--- src/rtl/uart_tx_scheduler.sv ---
// rtl/uart_tx_scheduler.sv - round-robin shared UART transmitter with registered serial output
module uart_tx_scheduler #(
    parameter int NUM_REQ    = 4,
    parameter int DATA_WIDTH = 8,
    parameter int CLK_DIV    = 16,
    parameter int PARITY_EN  = 1,
    parameter int PARITY_ODD = 0,
    parameter int STOP_BITS  = 1
) (
    input  logic                            pclk,
    input  logic                            areset,
    input  logic [NUM_REQ-1:0]              req_valid,
    input  logic [NUM_REQ*DATA_WIDTH-1:0]   req_data,
    output logic [NUM_REQ-1:0]              req_ready,
    output logic                            tx,
    output logic                            busy,
    output logic [$clog2(NUM_REQ)-1:0]      grant_id,
    output logic                            frame_done
);

    localparam int IW = $clog2(NUM_REQ);
    localparam int BW = $clog2(CLK_DIV);
    localparam int CW = $clog2(DATA_WIDTH);
    localparam logic [BW-1:0] BAUD_MAX  = BW'(CLK_DIV - 1);
    localparam logic [BW-1:0] BAUD_PEN  = BW'(CLK_DIV - 2);
    localparam logic [CW-1:0] BIT_LAST  = CW'(DATA_WIDTH - 1);
    localparam logic [CW-1:0] STOP_LAST = CW'(STOP_BITS - 1);
    localparam logic [IW-1:0] LAST_RST  = IW'(NUM_REQ - 1);
    localparam logic          PAR_ODD   = (PARITY_ODD != 0);

    typedef enum logic [2:0] {
        S_IDLE,
        S_START,
        S_DATA,
        S_PARITY,
        S_STOP
    } state_t;

    state_t                r_state;
    logic [BW-1:0]         r_baud;
    logic [CW-1:0]         r_bit;
    logic [DATA_WIDTH-1:0] r_shift;
    logic                  r_parity;
    logic [IW-1:0]         r_last;
    logic                  r_tx;
    logic                  r_busy;
    logic [IW-1:0]         r_grant_id;
    logic                  r_frame_done;

    logic                  w_found;
    logic [IW-1:0]         w_win;
    logic [IW-1:0]         w_idx;
    logic                  w_grant;
    logic                  w_baud_wrap;
    logic [DATA_WIDTH-1:0] w_data;

    // Search starts one past the previous winner so every requester gets a turn.
    always_comb begin
        w_found = 1'b0;
        w_win   = '0;
        w_idx   = '0;
        for (int k = 1; k <= NUM_REQ; k++) begin
            w_idx = IW'((int'(r_last) + k) % NUM_REQ);
            if (!w_found && req_valid[w_idx]) begin
                w_found = 1'b1;
                w_win   = w_idx;
            end
        end
    end

    assign w_grant     = (r_state == S_IDLE) && !areset && w_found;
    assign req_ready   = w_grant ? (NUM_REQ'(1) << w_win) : '0;
    assign w_data      = req_data[w_win*DATA_WIDTH +: DATA_WIDTH];
    assign w_baud_wrap = (r_baud == BAUD_MAX);

    assign tx         = r_tx;
    assign busy       = r_busy;
    assign grant_id   = r_grant_id;
    assign frame_done = r_frame_done;

    always_ff @(posedge pclk) begin
        if (areset) begin
            r_state      <= S_IDLE;
            r_baud       <= '0;
            r_bit        <= '0;
            r_shift      <= '0;
            r_parity     <= 1'b0;
            r_last       <= LAST_RST;
            r_tx         <= 1'b1;
            r_busy       <= 1'b0;
            r_grant_id   <= '0;
            r_frame_done <= 1'b0;
        end else begin
            r_frame_done <= 1'b0;
            case (r_state)
                S_IDLE: begin
                    if (w_grant) begin
                        r_shift    <= w_data;
                        r_parity   <= (^w_data) ^ PAR_ODD;
                        r_last     <= w_win;
                        r_grant_id <= w_win;
                        r_baud     <= '0;
                        r_bit      <= '0;
                        r_tx       <= 1'b0;
                        r_busy     <= 1'b1;
                        r_state    <= S_START;
                    end
                end
                S_START: begin
                    if (w_baud_wrap) begin
                        r_baud  <= '0;
                        r_tx    <= r_shift[0];
                        r_state <= S_DATA;
                    end else begin
                        r_baud <= r_baud + 1'b1;
                    end
                end
                S_DATA: begin
                    if (w_baud_wrap) begin
                        r_baud <= '0;
                        if (r_bit == BIT_LAST) begin
                            r_bit <= '0;
                            if (PARITY_EN != 0) begin
                                r_tx    <= r_parity;
                                r_state <= S_PARITY;
                            end else begin
                                r_tx    <= 1'b1;
                                r_state <= S_STOP;
                            end
                        end else begin
                            r_bit   <= r_bit + 1'b1;
                            r_shift <= r_shift >> 1;
                            r_tx    <= r_shift[1];
                        end
                    end else begin
                        r_baud <= r_baud + 1'b1;
                    end
                end
                S_PARITY: begin
                    if (w_baud_wrap) begin
                        r_baud  <= '0;
                        r_tx    <= 1'b1;
                        r_state <= S_STOP;
                    end else begin
                        r_baud <= r_baud + 1'b1;
                    end
                end
                S_STOP: begin
                    // Raised one edge early so the registered pulse lands on the final stop cycle.
                    if (r_bit == STOP_LAST && r_baud == BAUD_PEN) begin
                        r_frame_done <= 1'b1;
                    end
                    if (w_baud_wrap) begin
                        r_baud <= '0;
                        if (r_bit == STOP_LAST) begin
                            r_bit   <= '0;
                            r_busy  <= 1'b0;
                            r_state <= S_IDLE;
                        end else begin
                            r_bit <= r_bit + 1'b1;
                        end
                    end else begin
                        r_baud <= r_baud + 1'b1;
                    end
                end
                default: begin
                    r_state <= S_IDLE;
                end
            endcase
        end
    end

endmodule
--- config.mk ---
export PLATFORM = sky130hd
export DESIGN_NAME = uart_tx_scheduler
export DESIGN_NICKNAME = d
export VERILOG_FILES = /design/src/rtl/uart_tx_scheduler.sv
export SDC_FILE = /design/constraint.sdc
export NUM_CORES = 1
export LEC_CHECK = 0
export BUFFER_PORTS_ARGS = -buffer_cell sky130_fd_sc_hd__buf_2
export CAP_MARGIN = 5
export CORE_ASPECT_RATIO = 2
export CORE_MARGIN = 5
export CORE_UTILIZATION = 54
export CTS_BUF_LIST = sky130_fd_sc_hd__clkbuf_8
export DETAILED_ROUTE_END_ITERATION = 10
export PLACE_DENSITY = 0.91
export SETUP_SLACK_MARGIN = 0.15
export SLEW_MARGIN = 5
export SYNTH_ARGS = -nofsm -noshare
export SYNTH_HDL_FRONTEND = slang
export SYNTH_SLANG_ARGS = --single-unit
--- constraint.sdc ---
create_clock -name pclk -period 2.5 [get_ports pclk]
set_input_delay 0.25 -clock pclk [delete_from_list [all_inputs] [get_ports pclk]]
set_output_delay 0.25 -clock pclk [all_outputs]
set_load 0.02 [all_outputs]
==> results.yml <==
global_routing:
  antenna_violations_before_repair: 0
  grt_pass1_vias: 1783
  grt_max_degree: 29
  grt.overflow.total: 0
  grt_pass1_wl_um: 7110
  grt_util_all_layers_pct: 19.0
final_layout:
  area_used_by_multi_input_combinational_logic_sq_mm: 0.00118
  finalNetCount: 308
  layout-area-overhead-vs-synth_pct: 25.9
  final_layout_size_suffix_gt1_share_pct: 32.6
  final_core_util_pct: 70.0
  n_fill_cell: 234
  sequential_cell_area_sq_um: 526
  antenna-diode-count: 0
  final_design_area_no_fill_sq_mm: 0.00221
yosys:
  ys.flop_type: "sky130_fd_sc_hd__dfxtp_1"
  synthesis.area_sq_mm: 0.00175
  syn_nets: 257
  number_of_synthesized_register_bits: 26
  async_flop_share_pct: 0
  synth_edf_count: 0
  yosys.area.top_type_share_pct: 29.7
  synthesis.instances: 214
  synth-seq-area-share_pct: 29.7
  cell_type_with_the_highest_aggregate_area_in_the_netlist: "sky130_fd_sc_hd__dfxtp_1"
  synth_top_cells_by_area: "sky130_fd_sc_hd__dfxtp_1 30%, sky130_fd_sc_hd__mux2i_1 7.4%, sky130_fd_sc_hd__nand2_1 6.6%"
  yosys_warnings: 0
  distinct_cell_type_count_after_synthesis: 43
  mean_post_synth_cell_area_sq_um: 8.20
sta:
  fin_worst_hold_slack_ns: 0.386
  slew_limit_headroom_pct: 56.6
  skew_ns: 0.00372
  tns_ns: 0
  worst_pin_slew_ns: 0.647
  final_min_period_over_clock_period_pct: 96.8
  report.final.setup_viol: 0
  clock.fmax_ghz: 0.413
  count_of_final_hold_check_violations: 0
  final_period_minus_worst_setup_slack_ns: 2.42
  drv_slew: 0
outcome:
  outcome: "complete, no violations"
worst_setup_path:
  worst-endpoint-required_ns: 2.70
  worstPathArrival_ns: 2.62
  critical_path_peak_fanout: 11
  setup.worst_path.start: "r_last[1]"
  cp_slowest_stage_delay_ns: 0.48
  regToRegStartpoint: "r_last[1]"
  critical_path.startpoint_type: "flip-flop"
  path_cells: "buf_4 > o221ai_4 > buf_6 > a21oi_1 > a32oi_2 > xor2_1 > xnor3_1 > a211oi_2"
  cpLargestDelayFamily: "compound AO/OA/AOI/OAI gates"
  cp_slowest_cell: "sky130_fd_sc_hd__xnor3_1"
  timing.setup.critical_path_class: "reg -> reg"
  cp.buffers_inverters: 2
  endpoint_kind: "flip-flop"
drt:
  detail-route-antenna-nets: 0
  violation_count_after_the_first_detailed_routing_iteration: 37
  firstDrtPassIters: 4
  drt_drc_violations_left: 0
  drt-vias-per-instance: 6.12
  via_count: 1806
  post_drt_wl_per_cell_um: 17.1
  route.final.wire_length_um: 5040
placed_design:
  hpwlAfterDp_um: 3400
  buffer_ports.inserted: 46
  placed_cell_area_sq_mm: 0.00199
  gpl.final_weighted_congestion: 0.856
floorplanning:
  dieWidth_um: 50.3
  dieArea_sq_mm: 0.00456
  core-area_sq_mm: 0.00316
  ios: 47
  floorplan.initialDensity_pct: 55.6
  die_h_um: 90.6
  floorplan.rows: 29
power:
  design_power_total_mw: 1.46
  static-leakage-power_nw: 1.00
  ir_drop_uv: 569
  power_per_cell_area_mw_per_mm2: 660
clocking:
  clock_tree.htree_level_count: 1
  holdBufCountCts: 0
  cts.clk_slew.worst_paths_ns: 0.09
  cts_tree: "yes"
  clkLatencyLatePin_ns: 0.27
  cts-root-to-sink-buffers: 2
  cts_made_buffers: 3
  cts_sinks: 26
  clock_tree_root_buffer_cell: "sky130_fd_sc_hd__clkbuf_8"
run:
  cap_violations: 0
worst_hold_path:
  min_from: "req_data[7]"
  hp-class: "in -> reg"
## cells in the mapped netlist (2+ instances only)
cell / instances
sky130_fd_sc_hd__nand3_1: 4
sky130_fd_sc_hd__or3_1: 3
sky130_fd_sc_hd__xor2_1: 3
sky130_fd_sc_hd__a31oi_1: 2
sky130_fd_sc_hd__nor3_1: 10
sky130_fd_sc_hd__clkbuf_8: 3
sky130_fd_sc_hd__xnor2_1: 2
sky130_fd_sc_hd__and3_1: 3
sky130_fd_sc_hd__xnor3_1: 2
sky130_fd_sc_hd__nor2_1: 26
sky130_fd_sc_hd__inv_1: 7
sky130_fd_sc_hd__o22ai_1: 2
sky130_fd_sc_hd__mux2i_1: 13
sky130_fd_sc_hd__clkbuf_1: 6
sky130_fd_sc_hd__dfxtp_1: 26
sky130_fd_sc_hd__buf_6: 2
sky130_fd_sc_hd__nor2b_1: 4
sky130_fd_sc_hd__a211oi_1: 9
sky130_fd_sc_hd__a21oi_1: 18
sky130_fd_sc_hd__nand4b_1: 2
sky130_fd_sc_hd__ha_1: 5
sky130_fd_sc_hd__a32oi_1: 5
sky130_fd_sc_hd__a211oi_2: 2
sky130_fd_sc_hd__o21ai_0: 4
sky130_fd_sc_hd__buf_2: 2
sky130_fd_sc_hd__nand2b_1: 2
sky130_fd_sc_hd__nand2_1: 31
## layout make-up
cell class / count / share of cell area [%]
inverter: 7 / 1.19
multi-input combinational: 167 / 53.3
sequential: 26 / 23.8
clock buffer: 3 / 1.87
tap: 31 / 1.76
timing repair buffer: 60 / 16.7
clock inverter: 1 / 1.36
## cells in the final DEF, fill, tap and decap left out, types with 5 or more instances in the layout
cell	instances
sky130_fd_sc_hd__a211oi_1	9
sky130_fd_sc_hd__a21oi_1	18
sky130_fd_sc_hd__a32oi_2	6
sky130_fd_sc_hd__buf_2	46
sky130_fd_sc_hd__buf_4	11
sky130_fd_sc_hd__dfxtp_1	24
sky130_fd_sc_hd__ha_1	5
sky130_fd_sc_hd__inv_1	7
sky130_fd_sc_hd__mux2i_1	9
sky130_fd_sc_hd__nand2_1	31
sky130_fd_sc_hd__nor2_1	26
sky130_fd_sc_hd__nor3_1	10
## repair_timing
action / 4_1_cts / 5_1_grt
gates cloned: 0 / 1
setup buffers: 1 / 4
gates resized for setup: 3 / 14
setup endpoints to repair: 1 / 1
pin swaps: 1 / 4
## routing by layer
metal  up-vias  GRT usage [%]  share of wire [%]  wire length, um
met2        69           36.1                 55             2800
met3        23           3.31                5.2              261
met5         -              0                  0                0
met1       848           16.6                 35             1750
li1        866              -                  -                -
met4         0           12.4                4.7              236
## sequential cells by signal, indices dropped and copies added (netlist names)
signal      flops
frame_done      1
busy            1
r_baud          4
r_parity        1
grant_id        2
r_state         3
r_bit           3
r_last          2
r_shift         8
tx              1
## power by group
group / switching (mW) / internal [mW] / leakage, nW
clock network: 0.130 / 0.214 / 0.0357
registers: 0.0392 / 0.457 / 0.214
logic: 0.315 / 0.303 / 0.753
total: 0.484 / 0.974 / 1.00
## worst paths after layout
check             slack [ns]  depth (start not counted)    endpoint
setup / recovery        0.08                          8    r_parity
hold / removal          0.39                          5  r_shift[7]
setup reg to reg        0.08                          8    r_parity
hold reg to reg         0.48                          2    r_bit[2]
## tightest hold or removal path, cell delays in order
cell and delay, ns:
sky130_fd_sc_hd__buf_2 0.10, sky130_fd_sc_hd__nand2_1 0.06, sky130_fd_sc_hd__a32oi_2 0.07, sky130_fd_sc_hd__nand2_1 0.07, sky130_fd_sc_hd__a21oi_1 0.06
## logic make-up after synthesis
group           count (synthesis)  synth area share, %
buf+inv                        21                 7.42
mux                            14                 8.20
simple gates                   88                 23.2
compound gates                 52                 22.0
flops                          26                 29.7
fa+ha+maj                       5                 3.57
xor+xnor                        8                 5.99
## metrics by stage
step / setup WS, ns / std cells
finish: 0.0810 / 295
global route: -0.0449 / 295
CTS: 0.154 / 290
detailed placement: -0.0368 / 285
global placement: 0.124 / 285
floorplan: 0.223 / 214
No activity file was read; power rests on OpenSTA's default activity.
